## src/rtl/ccsds_derandomizer_axis_if.sv

```systemverilog
// 8-bit AXI-Stream bundle carrying codeword bytes between frame-processing stages.
// The master drives data/valid/last and the slave returns ready.
interface ccsds_derandomizer_axis_if;
    logic [7:0] tdata;
    logic       tvalid;
    logic       tlast;
    logic       tready;

    modport master (output tdata, output tvalid, output tlast, input tready);
    modport slave  (input tdata, input tvalid, input tlast, output tready);
endinterface

```

## src/rtl/ccsds_derandomizer_axis.sv

```systemverilog
// CCSDS derandomizer: XORs each codeword byte with the reseeded pseudo-random sequence,
// enforces frame length and feeds a 2-entry skid buffer so input ready stays registered.
module ccsds_derandomizer_axis #(
    parameter int unsigned CODEWORD_LEN = 255,
    parameter logic [7:0]  LFSR_SEED    = 8'hFF
) (
    input  logic                            core_clk,
    input  logic                            rst_n,
    input  logic                            bypass_i,
    ccsds_derandomizer_axis_if.slave        s_axis,
    ccsds_derandomizer_axis_if.master       m_axis,
    output logic                            err_short_o,
    output logic                            err_long_o,
    output logic [15:0]                     frame_cnt_o,
    output logic [15:0]                     err_cnt_o
);

    localparam logic [7:0] LEN8 = 8'(CODEWORD_LEN);

    // State bit 7 is the next sequence bit; one call advances eight bits of h(x)=x^8+x^7+x^5+x^3+1.
    function automatic logic [7:0] lfsr_step8(input logic [7:0] s);
        logic [7:0] r;
        r = s;
        for (int i = 0; i < 8; i++) begin
            r = {r[6:0], r[7] ^ r[4] ^ r[2] ^ r[0]};
        end
        return r;
    endfunction

    function automatic logic [15:0] sat_inc16(input logic [15:0] v);
        return (v == 16'hFFFF) ? v : v + 16'd1;
    endfunction

    logic [7:0]  idx_q, idx_d;
    logic [7:0]  lfsr_q, lfsr_d;
    logic        byp_q, byp_d;
    logic [15:0] frame_cnt_q, frame_cnt_d;
    logic [15:0] err_cnt_q, err_cnt_d;
    logic        err_short_q, err_short_d;
    logic        err_long_q, err_long_d;
    logic        s_tready_q, s_tready_d;
    logic [7:0]  m_data_q, m_data_d;
    logic        m_last_q, m_last_d;
    logic        m_valid_q, m_valid_d;
    logic [7:0]  skid_data_q, skid_data_d;
    logic        skid_last_q, skid_last_d;
    logic        skid_valid_q, skid_valid_d;

    logic        accept_s;
    logic [7:0]  pos_s;
    logic        end_s;
    logic [7:0]  key_s;
    logic        byp_s;
    logic [7:0]  in_data_s;
    logic        in_last_s;
    logic        out_free_s;

    assign accept_s   = s_axis.tvalid & s_tready_q;
    assign pos_s      = idx_q + 8'd1;
    assign end_s      = (pos_s == LEN8);
    assign key_s      = (idx_q == 8'd0) ? LFSR_SEED : lfsr_q;
    assign byp_s      = (idx_q == 8'd0) ? bypass_i : byp_q;
    assign in_data_s  = byp_s ? s_axis.tdata : (s_axis.tdata ^ key_s);
    assign in_last_s  = s_axis.tlast | end_s;
    assign out_free_s = ~m_valid_q | m_axis.tready;

    // Frame tracking, keystream advance, error detection and counters.
    always_comb begin
        idx_d       = idx_q;
        lfsr_d      = lfsr_q;
        byp_d       = byp_q;
        frame_cnt_d = frame_cnt_q;
        err_cnt_d   = err_cnt_q;
        err_short_d = 1'b0;
        err_long_d  = 1'b0;
        if (accept_s) begin
            lfsr_d      = lfsr_step8(key_s);
            byp_d       = byp_s;
            idx_d       = in_last_s ? 8'd0 : pos_s;
            err_short_d = s_axis.tlast & ~end_s;
            err_long_d  = ~s_axis.tlast & end_s;
            if (end_s) begin
                frame_cnt_d = sat_inc16(frame_cnt_q);
            end else begin
                frame_cnt_d = frame_cnt_q;
            end
            if (err_short_d | err_long_d) begin
                err_cnt_d = sat_inc16(err_cnt_q);
            end else begin
                err_cnt_d = err_cnt_q;
            end
        end else begin
            idx_d = idx_q;
        end
    end

    // Skid buffer: output slot refills from the skid entry first so byte order is preserved.
    always_comb begin
        m_data_d     = m_data_q;
        m_last_d     = m_last_q;
        m_valid_d    = m_valid_q;
        skid_data_d  = skid_data_q;
        skid_last_d  = skid_last_q;
        skid_valid_d = skid_valid_q;
        if (out_free_s) begin
            if (skid_valid_q) begin
                m_data_d     = skid_data_q;
                m_last_d     = skid_last_q;
                m_valid_d    = 1'b1;
                skid_data_d  = in_data_s;
                skid_last_d  = in_last_s;
                skid_valid_d = accept_s;
            end else begin
                m_data_d     = accept_s ? in_data_s : m_data_q;
                m_last_d     = accept_s ? in_last_s : m_last_q;
                m_valid_d    = accept_s;
                skid_valid_d = 1'b0;
            end
        end else begin
            if (accept_s) begin
                skid_data_d  = in_data_s;
                skid_last_d  = in_last_s;
                skid_valid_d = 1'b1;
            end else begin
                skid_valid_d = skid_valid_q;
            end
        end
        s_tready_d = ~(m_valid_d & skid_valid_d);
    end

    // State registers; reset drops any partial frame and buffered bytes.
    always_ff @(posedge core_clk or negedge rst_n) begin
        if (!rst_n) begin
            idx_q        <= 8'd0;
            lfsr_q       <= LFSR_SEED;
            byp_q        <= 1'b0;
            frame_cnt_q  <= 16'd0;
            err_cnt_q    <= 16'd0;
            err_short_q  <= 1'b0;
            err_long_q   <= 1'b0;
            s_tready_q   <= 1'b0;
            m_data_q     <= 8'd0;
            m_last_q     <= 1'b0;
            m_valid_q    <= 1'b0;
            skid_data_q  <= 8'd0;
            skid_last_q  <= 1'b0;
            skid_valid_q <= 1'b0;
        end else begin
            idx_q        <= idx_d;
            lfsr_q       <= lfsr_d;
            byp_q        <= byp_d;
            frame_cnt_q  <= frame_cnt_d;
            err_cnt_q    <= err_cnt_d;
            err_short_q  <= err_short_d;
            err_long_q   <= err_long_d;
            s_tready_q   <= s_tready_d;
            m_data_q     <= m_data_d;
            m_last_q     <= m_last_d;
            m_valid_q    <= m_valid_d;
            skid_data_q  <= skid_data_d;
            skid_last_q  <= skid_last_d;
            skid_valid_q <= skid_valid_d;
        end
    end

    assign s_axis.tready = s_tready_q;
    assign m_axis.tdata  = m_data_q;
    assign m_axis.tlast  = m_last_q;
    assign m_axis.tvalid = m_valid_q;
    assign err_short_o   = err_short_q;
    assign err_long_o    = err_long_q;
    assign frame_cnt_o   = frame_cnt_q;
    assign err_cnt_o     = err_cnt_q;

endmodule

```

## src/flat_wrapper.sv

```systemverilog
// flat-port wrapper written by rule: the top's interface ports become plain ports
module ccsds_derandomizer_axis_flat 
#(
    parameter int unsigned CODEWORD_LEN = 255,
    parameter logic [7:0]  LFSR_SEED    = 8'hFF
)
  (core_clk, rst_n, bypass_i, err_short_o, err_long_o, frame_cnt_o, err_cnt_o, s_axis_tdata, s_axis_tvalid, s_axis_tlast, s_axis_tready, m_axis_tdata, m_axis_tvalid, m_axis_tlast, m_axis_tready);
  ccsds_derandomizer_axis_if s_axis_i ();
  ccsds_derandomizer_axis_if m_axis_i ();
  input  logic core_clk;
  input  logic rst_n;
  input  logic bypass_i;
  output logic err_short_o;
  output logic err_long_o;
  output logic [15:0] frame_cnt_o;
  output logic [15:0] err_cnt_o;
  input wire logic [$bits(s_axis_i.tdata)-1:0] s_axis_tdata;
  input wire logic [$bits(s_axis_i.tvalid)-1:0] s_axis_tvalid;
  input wire logic [$bits(s_axis_i.tlast)-1:0] s_axis_tlast;
  output wire logic [$bits(s_axis_i.tready)-1:0] s_axis_tready;
  output wire logic [$bits(m_axis_i.tdata)-1:0] m_axis_tdata;
  output wire logic [$bits(m_axis_i.tvalid)-1:0] m_axis_tvalid;
  output wire logic [$bits(m_axis_i.tlast)-1:0] m_axis_tlast;
  input wire logic [$bits(m_axis_i.tready)-1:0] m_axis_tready;
  assign s_axis_i.tdata = s_axis_tdata;
  assign s_axis_i.tvalid = s_axis_tvalid;
  assign s_axis_i.tlast = s_axis_tlast;
  assign s_axis_tready = s_axis_i.tready;
  assign m_axis_tdata = m_axis_i.tdata;
  assign m_axis_tvalid = m_axis_i.tvalid;
  assign m_axis_tlast = m_axis_i.tlast;
  assign m_axis_i.tready = m_axis_tready;
  ccsds_derandomizer_axis #(.CODEWORD_LEN(CODEWORD_LEN), .LFSR_SEED(LFSR_SEED)) u_core (.core_clk(core_clk), .rst_n(rst_n), .bypass_i(bypass_i), .s_axis(s_axis_i), .m_axis(m_axis_i), .err_short_o(err_short_o), .err_long_o(err_long_o), .frame_cnt_o(frame_cnt_o), .err_cnt_o(err_cnt_o));
endmodule
```

## config.mk

```make
export PLATFORM = sky130hd
export DESIGN_NAME = ccsds_derandomizer_axis_flat
export DESIGN_NICKNAME = d
export VERILOG_FILES = /design/src/rtl/ccsds_derandomizer_axis_if.sv /design/src/rtl/ccsds_derandomizer_axis.sv /design/src/flat_wrapper.sv
export SDC_FILE = /design/constraint.sdc
export NUM_CORES = 1
export LEC_CHECK = 0
export CAP_MARGIN = 5
export CORE_ASPECT_RATIO = 1.2
export CORE_UTILIZATION = 44
export DETAILED_ROUTE_END_ITERATION = 8
export PLACE_DENSITY = 0.77
export SLEW_MARGIN = 20
export SYNTH_ARGS = -nofsm -noshare
export SYNTH_HDL_FRONTEND = slang
export SYNTH_SLANG_ARGS = --single-unit
```

## constraint.sdc

```tcl
create_clock -name core_clk -period 3.7 [get_ports core_clk]
set_clock_uncertainty 0.05 [all_clocks]
set_input_delay 0.555 -clock core_clk [delete_from_list [all_inputs] [get_ports core_clk]]
set_output_delay 0.555 -clock core_clk [all_outputs]
set_load 0.005 [all_outputs]
```

# After elaboration in Yosys (flattened, before gate mapping)
# Index checks and enable logic that the tools add are counted.
# totals
register_bits,72
inputBits,14
out_inout_bits,45
# classes
addsub,3
eq_ne,4
n_mux,19
bitwise,38
reduce_logical,7
# op_table
operator,count
two-way mux 8 bit,7
adder 16 x 1 -> 16 bit (second input constant),2
equality test 16 bit (second input constant),2
bitwise XOR 1 bit,24
two-way mux 1 bit,12
adder 8 x 1 -> 8 bit (second input constant),1
equality test 8 bit (second input constant),1
zero test 8 bit,1
bitwise XOR 8 bit,1
NOT 1 bit,6
AND reduction 3 bit,2
AND 1 bit,4
AND reduction 2 bit,2
nonzero test 2 bit,2
bitwise OR 1 bit,3
!= test 2 x 1 -> 1 bit (second input constant),1

# Depth between registers and ports, before layout
# Gate-level depths: netlist of the first run.
# depth
depth_word,12
ltp_mapped,11
ltp_nobuf,11

# Worst setup path after synthesis of the first run
# No wires, ideal clock.
# synth_path
path_kind,register -> register
from,reg u_core.idx_q[1]
to,"reg u_core.err_cnt_q[13], in the netlist u_core.err_cnt_o[13]"
setup_time_ns,0.123
arrival_time_ns,2.794
t_required_ns,3.527
path_slack_ns,0.733
stages_incl_launch_ff,12
n_path_buf,0
path_cell_list,dfrtp_1 > ha_1 > nand3_1 > or3_1 > a22o_1 > or2_2 > ha_1 > nor2_1 > nand3_1 > a211oi_1 > nand4_1 > xnor2_1
# synth_between
elab_chain_len,6
word_cells_on_any_way,7
# synth_lines
item,line,rtl
from (decl),ccsds_derandomizer_axis.sv:34,"logic [7:0] idx_q, idx_d;"
from (signal assigned),ccsds_derandomizer_axis.sv:149,idx_q <= idx_d;
adder 8 x 1 -> 8 bit *,ccsds_derandomizer_axis.sv:59,assign pos_s = idx_q + 8'd1;
equality test 8 bit *,ccsds_derandomizer_axis.sv:60,assign end_s = (pos_s == LEN8);
NOT 1 bit,ccsds_derandomizer_axis.sv:80,err_short_d = s_axis.tlast & ~end_s;
AND 1 bit,ccsds_derandomizer_axis.sv:80,
bitwise OR 1 bit *,ccsds_derandomizer_axis.sv:87,if (err_short_d | err_long_d) begin
AND reduction 3 bit (no line) *,-,
to (signal assigned),ccsds_derandomizer_axis.sv:153,err_cnt_q <= err_cnt_d;
to (decl),ccsds_derandomizer_axis.sv:38,"logic [15:0] err_cnt_q, err_cnt_d;"
# Every way passes the cells marked *; elsewhere a longest branch is shown, timed or not.
# A chain may end at the register's enable or synchronous reset.

# Worst setup path after layout of the first run
# Ends and elaborated chain as after synthesis.

==> results of run 1 <==
-- logic make-up (layout without fill, tap and decap cells) --
family          Yosys count  count (layout)
compound gates           70              70
fa+ha+maj                 8               8
buf+inv                  30              90
flops                    72              72
simple gates            132             132
mux                       4               4
xor+xnor                 52              52
-- sequential cells by signal, indices dropped and copies added (netlist names) --
register	count
u_core.skid_valid_q	1
u_core.s_axis.tready	1
u_core.err_short_o	1
u_core.skid_last_q	1
u_core.err_cnt_o	16
u_core.m_axis.tlast	1
u_core.frame_cnt_o	16
u_core.err_long_o	1
u_core.m_axis.tvalid	1
u_core.lfsr_q	8
u_core.byp_q	1
u_core.skid_data_q	8
u_core.idx_q	8
u_core.m_axis.tdata	8
-- cell type report --
| type | count | share of cell area (%) |
|---|---|---|
| Clock buffer | 11 | 3.40 |
| Clock inverter | 4 | 0.646 |
| Inverter | 12 | 1.01 |
| Multi-Input combinational cell | 266 | 38.0 |
| Sequential cell | 72 | 40.7 |
| Tap cell | 92 | 2.58 |
| Timing Repair Buffer | 63 | 13.8 |
-- power by group --
| part | switching [mW] | internal, mW |
|---|---|---|
| registers | 0.247 | 1.05 |
| clock network | 0.296 | 0.277 |
| logic | 0.615 | 0.593 |
-- cells in the mapped netlist (all sizes together), types with 8 or more instances --
cell | n | area [sq um]
o21ai | 31 | 155
nand2 | 36 | 135
dfrtp | 64 | 1600
nor2 | 17 | 63.8
a21oi | 25 | 125
xnor2 | 29 | 254
and3 | 18 | 113
clkbuf | 13 | 48.8
xor2 | 23 | 201
dfstp | 8 | 210
ha | 8 | 100
inv | 12 | 45.0
nand3 | 20 | 100
nor3 | 14 | 70.1
-- final timing paths --
kind                                    endpoint  depth (start not counted)
setup / recovery            u_core.err_cnt_o[13]                         11
min in group core_clk      u_core.skid_data_q[6]                          2
hold reg to reg            u_core.skid_data_q[6]                          2
max in group asynchronous       u_core.lfsr_q[4]                          2
setup reg to reg            u_core.err_cnt_o[13]                         11
hold / removal              u_core.err_cnt_o[10]                          1
-- layer usage --
layer | global-route usage, % | up-vias | part of all wire (%)
li1 | - | 1375 | -
met1 | 24.7 | 1366 | 47
met2 | 31.1 | 58 | 49
met3 | 3.83 | 12 | 2.8
met4 | 9.91 | 0 | 1.5
met5 | 0 | - | 0
-- stage by stage --
step	hold WS (ps)	utilization [%]	total power, mW	worst slack [ps]
3_5_place_dp	412	54.6	2.52	415
2_1_floorplan	209	-	2.11	733
4_1_cts	261	56.9	3.10	397
3_3_place_gp	404	54.6	2.47	552
5_1_grt	290	56.9	3.33	114
6_report	238	56.9	3.08	407
==> flow_summary.toml, run 1 <==
[run_status]
status = "complete, but fails checks"
violated_checks = "DRC"

[final_layout]
layout.cells.most_common = "sky130_fd_sc_hd__dfrtp_1"
drive_gt1_share_pct = 9.35
final_cell_mix = "64 x sky130_fd_sc_hd__dfrtp_1, 57 x sky130_fd_sc_hd__clkdlybuf4s50_1, 36 x sky130_fd_sc_hd__nand2_1"
layout.cells.non_filler = 520
filler_cell_count = 687
area_added_between_synthesis_and_finish_pct = 22.9
postLayoutCellArea_sq_um = 4460
insertedDiodeCount = 0
final-seq-area_sq_um = 1810
fin_nets = 446
area_used_by_multi_input_combinational_logic_sq_um = 1690

[clock_tree]
cts_buffer_depth = 2
cts_htree_levels = 3
cts_tree = "done"
tritoncts.num_buffers = 9
cts.sink_count = 72
path_clk_slew_ps = 70
post_cts.resized_instances = 0
cts_hold_repair.buffers = 0
clock_insertion_delay_worst_skew_ps = 350
cts.root.buffer_cell = "sky130_fd_sc_hd__clkbuf_8"
buffers_inserted_by_post_cts_timing_repair = 0

[setup_path]
crit_start_category = "flop"
timing.critical_path.slowest_cell_delay_ps = 450
worstPathBufferInverterCount = 0
setup.worst_path.class = "reg -> reg"
path_cells = "ha_1 > nand3_1 > or3_1 > a22o_1 > or2_2 > ha_1 > nor2_1 > nand3_1 > a211oi_1 > nand4_1 > xnor2_1"
rr_startpoint = "u_core.idx_q[1]"
critPathArrivalTime_ps = 3470
crit_start = "u_core.idx_q[1]"
category_of_the_worst_setup_path_capture_point = "flop"
setup.reg_to_reg.worst_slack_ps = 410
critical_path_data_required_time_ps = 3880
critical_path.top_delay_family = "simple AND/OR/NAND/NOR gates"
worst-path-max-fanout = 5
critical-path-slowest-cell = "sky130_fd_sc_hd__dfrtp_1"

[placed_design]
placed_cells_incl_taps = 505
placement.cell_area_sq_um = 4280
globalplace.congestion = 0.804
port_buffers = 58
dp_hpwl_microns = 5320

[floorplanning]
io_pins = 59
total_die_area_sq_um = 8610
die_height_microns = 101
die_x_microns = 84.9
core_area_sq_um = 7840
floorplan.initialDensity_pct = 46.3
num_rows = 35

[timing]
count_of_final_max_slew_check_failures = 0
min_period_ps = 3290
rsz0062_at_grt = "false"
finalSetupViolations = 0
timing.slew.headroom_pct = 47.6
report.final.hold_viol_count = 0
share_of_the_cycle_needed_by_the_critical_path_after_routing_pct = 89.0
tightestPinTransition_ps = 779
timing.fmax_mhz = 304
tns_ps = 0

[synth]
synth_compound_area_share_pct = 10.8
synth_top_family_by_area = "simple AND/OR/NAND/NOR gates"
synth_enable_flop_cells = 0
yosys.area_share.xor_xnor_pct = 12.6
synth.yosys.seq_area_share_pct = 49.9
synth.ff_latch_count = 72
syn_nets = 390
avgSynthCellArea_sq_um = 9.86
ys.warnings.count = 0
synth_area_sq_um = 3630
postSynth.topFlopCell = "sky130_fd_sc_hd__dfrtp_1"
synth.lib_cells_used.distinct = 36
synth-adder-area-share_pct = 2.76
synthArstFlopShare_pct = 100
synthesis.instances = 368
yosys-mux-area-fraction_pct = 1.21
post_synth_and_or_nand_nor_area_fraction_pct = 19.3

[global_route]
largest_net_degree_at_the_start_of_global_routing = 36
first_global_vias = 2767
antenna_found_initial = 0
grt_pass1_wl_microns = 13000
grt_usage_pct = 19.2
grt_remaining_overflow = 0

[route]
drt_iter0_drc = 114
avgRoutedWirePerCell_microns = 14.3
total_detailed_routing_wirelength_microns = 7450
antenna_left = 0
num_vias = 2811
post_detailed_route_via_to_cell_ratio = 5.41
drc = 4
firstDrtPassIters = 9

[power]
irDropWorstVdd_mv = 0.282
total_leakage_power_nw = 1.97
power.density_cell_area_nw_per_um2 = 690

[worst_hold_path]
worstHoldPathType = "in -> async"

[job]
timing.max_cap.violations = 0
No activity file was read; power rests on OpenSTA's default activity.
==> inputs of run 2 (changes only) <==
Settings changed: CAP_MARGIN 5 to 30, GPL_ROUTABILITY_DRIVEN set to 1.
==> results of run 2 <==
The final DEF is identical to that of run 1; final timing and power are the same.
==> inputs of run 3 (changes only) <==
Settings changed: PLACE_DENSITY 0.77 to 0.79.
==> run 3 against run 2 <==
Net effect:
- the run still ends with DRC left
- critical path depth unchanged
- clock power increased by 11%
- non-clock buffer count stayed put
- via count grew 0.28%
- count of clock-buffer cells in the layout fell by 1
- worst hold slack worse by 56 ps
- largest power group unchanged
==> flow_summary.toml, run 3 (synthesis results as in run 1) <==
[route]
total_detailed_routing_wirelength_microns = 7210
post_detailed_route_via_to_cell_ratio = 5.41
num_vias = 2819
firstDrtPassIters = 6
drc = 6
antenna_left = 0
drt_iter0_drc = 136
avgRoutedWirePerCell_microns = 13.8

[final_layout]
insertedDiodeCount = 0
drive_gt1_share_pct = 9.56
area_added_between_synthesis_and_finish_pct = 23.9
fin_nets = 446
layout.cells.non_filler = 521
layout.cells.most_common = "sky130_fd_sc_hd__dfrtp_1"
final_cell_mix = "64 x sky130_fd_sc_hd__dfrtp_1, 57 x sky130_fd_sc_hd__clkdlybuf4s50_1, 36 x sky130_fd_sc_hd__nand2_1"

[setup_path]
cp_num_cells = 11
critPathArrivalTime_ps = 3450
setup.worst_path.class = "reg -> reg"
rr_worst_depth = 11
setup.reg_to_reg.worst_slack_ps = 420
timing.critical_path.slowest_cell_delay_ps = 450
critical-path-slowest-cell = "sky130_fd_sc_hd__dfrtp_1"
critical_path.top_delay_family = "simple AND/OR/NAND/NOR gates"
rr_startpoint = "u_core.idx_q[1]"
path_cells = "ha_1 > nand3_1 > or3_1 > a22o_1 > or2_2 > ha_1 > nor2_1 > nand3_1 > a211oi_1 > nand4_1 > xnor2_1"
category_of_the_worst_setup_path_capture_point = "flop"
worst-path-max-fanout = 5
worstPathBufferInverterCount = 0
setup.worst_path.end = "u_core.err_cnt_o[13]"
crit_start_category = "flop"
crit_start = "u_core.idx_q[1]"
critical_path_data_required_time_ps = 3870
critical_path.reg2reg.endpoint = "u_core.err_cnt_o[13]"

[floorplanning]
io_pins = 59
core_area_sq_um = 7840
die_x_microns = 84.9
total_die_area_sq_um = 8610
floorplan.initialDensity_pct = 46.3
die_height_microns = 101
num_rows = 35

[clock_tree]
cts_htree_levels = 3
cts_hold_repair.buffers = 0
cts_buffer_depth = 2
cts.sink_count = 72
post_cts.resized_instances = 0
cts.root.buffer_cell = "sky130_fd_sc_hd__clkbuf_8"
tritoncts.num_buffers = 9
cts_tree = "done"
path_clk_slew_ps = 90
buffers_inserted_by_post_cts_timing_repair = 0
clock_insertion_delay_worst_skew_ps = 340

[timing]
finalSetupViolations = 0
setup_slack_ps = 422
count_of_final_max_slew_check_failures = 0
min_period_ps = 3280
report.final.hold_viol_count = 0
tightestPinTransition_ps = 758
timing.fmax_mhz = 305
share_of_the_cycle_needed_by_the_critical_path_after_routing_pct = 88.6
rsz0062_at_grt = "false"
timing.slew.headroom_pct = 49.0
tns_ps = 0

[run_status]
status = "complete, but fails checks"
violated_checks = "DRC"

[global_route]
grt_remaining_overflow = 0
grt_usage_pct = 17.9
globalRouteMet2Util_pct = 29.3
first_global_vias = 2699
grt_use_met3_pct = 2.53
largest_net_degree_at_the_start_of_global_routing = 73
most_utilized_layer_in_the_global_route_result = "met2"
grt_pass1_wl_microns = 12300
grtUsageMet1_pct = 23.9
antenna_found_initial = 0

[power]
irDropWorstVdd_mv = 0.302
total_leakage_power_nw = 1.98
power_mw = 3.14
power.density_cell_area_nw_per_um2 = 699

[placed_design]
globalplace.congestion = 0.835
dp_hpwl_microns = 5000
pre_cts_slack_ps = 448
placed_cells_incl_taps = 505
port_buffers = 58

[worst_hold_path]
worstHoldPathType = "in -> async"

[job]
timing.max_cap.violations = 0
-- run 3: changes by cell type in the layout (fill, tap and decap cells not counted), sizes merged --
cell / delta
clkbuf: -1
bufinv: +1
clkinv: +1
-- run 3: area by class of cell --
class	instances	area (sq um)
Fill cell	674	3340
Inverter	12	45.0
Tap cell	92	115
Clock inverter	6	67.6
Clock buffer	10	138
Timing Repair Buffer	63	626
Sequential cell	72	1810
Multi-Input combinational cell	266	1690
-- run 3: layer usage --
| metal | up-vias | wire length, microns | share of wire (%) |
|---|---|---|---|
| met2 | 70 | 3540 | 49 |
| li1 | 1377 | - | - |
| met5 | - | 0 | 0 |
| met1 | 1362 | 3260 | 45 |
| met3 | 10 | 288 | 4.0 |
| met4 | 0 | 116 | 1.6 |
-- run 3: worst register-to-register path: stages (launching register included) --
cell                       delay, ps
sky130_fd_sc_hd__dfrtp_1         450
sky130_fd_sc_hd__ha_1            250
sky130_fd_sc_hd__nand3_1         140
sky130_fd_sc_hd__or3_1           350
sky130_fd_sc_hd__a22o_1          240
sky130_fd_sc_hd__or2_2           320
sky130_fd_sc_hd__ha_1            360
sky130_fd_sc_hd__nor2_1          120
sky130_fd_sc_hd__nand3_1         120
sky130_fd_sc_hd__a211oi_1        410
sky130_fd_sc_hd__nand4_1         190
sky130_fd_sc_hd__xnor2_1         160
-- run 3: worst min-delay path by stage --
| stage | endpoint | slack [ps] | cells after the start |
|---|---|---|---|
| after floorplan | u_core.byp_q | 210 | 0 |
| after CTS | u_core.frame_cnt_o[13] | 190 | 2 |
| after global routing | u_core.frame_cnt_o[11] | 210 | 2 |
| after detailed placement | u_core.skid_data_q[0] | 410 | 2 |
| final | u_core.frame_cnt_o[12] | 180 | 2 |
| after global placement | u_core.skid_data_q[6] | 400 | 2 |
-- run 3: metrics by stage --
step           util, %  hold slack, ps  instance area (sq um)
6_report          57.3             183                   4490
5_1_grt           57.3             215                   4490
4_1_cts           57.3             189                   4490
3_5_place_dp      54.7             415                   4290
3_3_place_gp      54.7             404                   4290
2_1_floorplan        -             209                   3630
-- run 3: power breakdown --
group | switching [mW] | internal [mW]
registers | 0.247 | 1.05
logic | 0.608 | 0.598
clock network | 0.306 | 0.332
total | 1.16 | 1.98
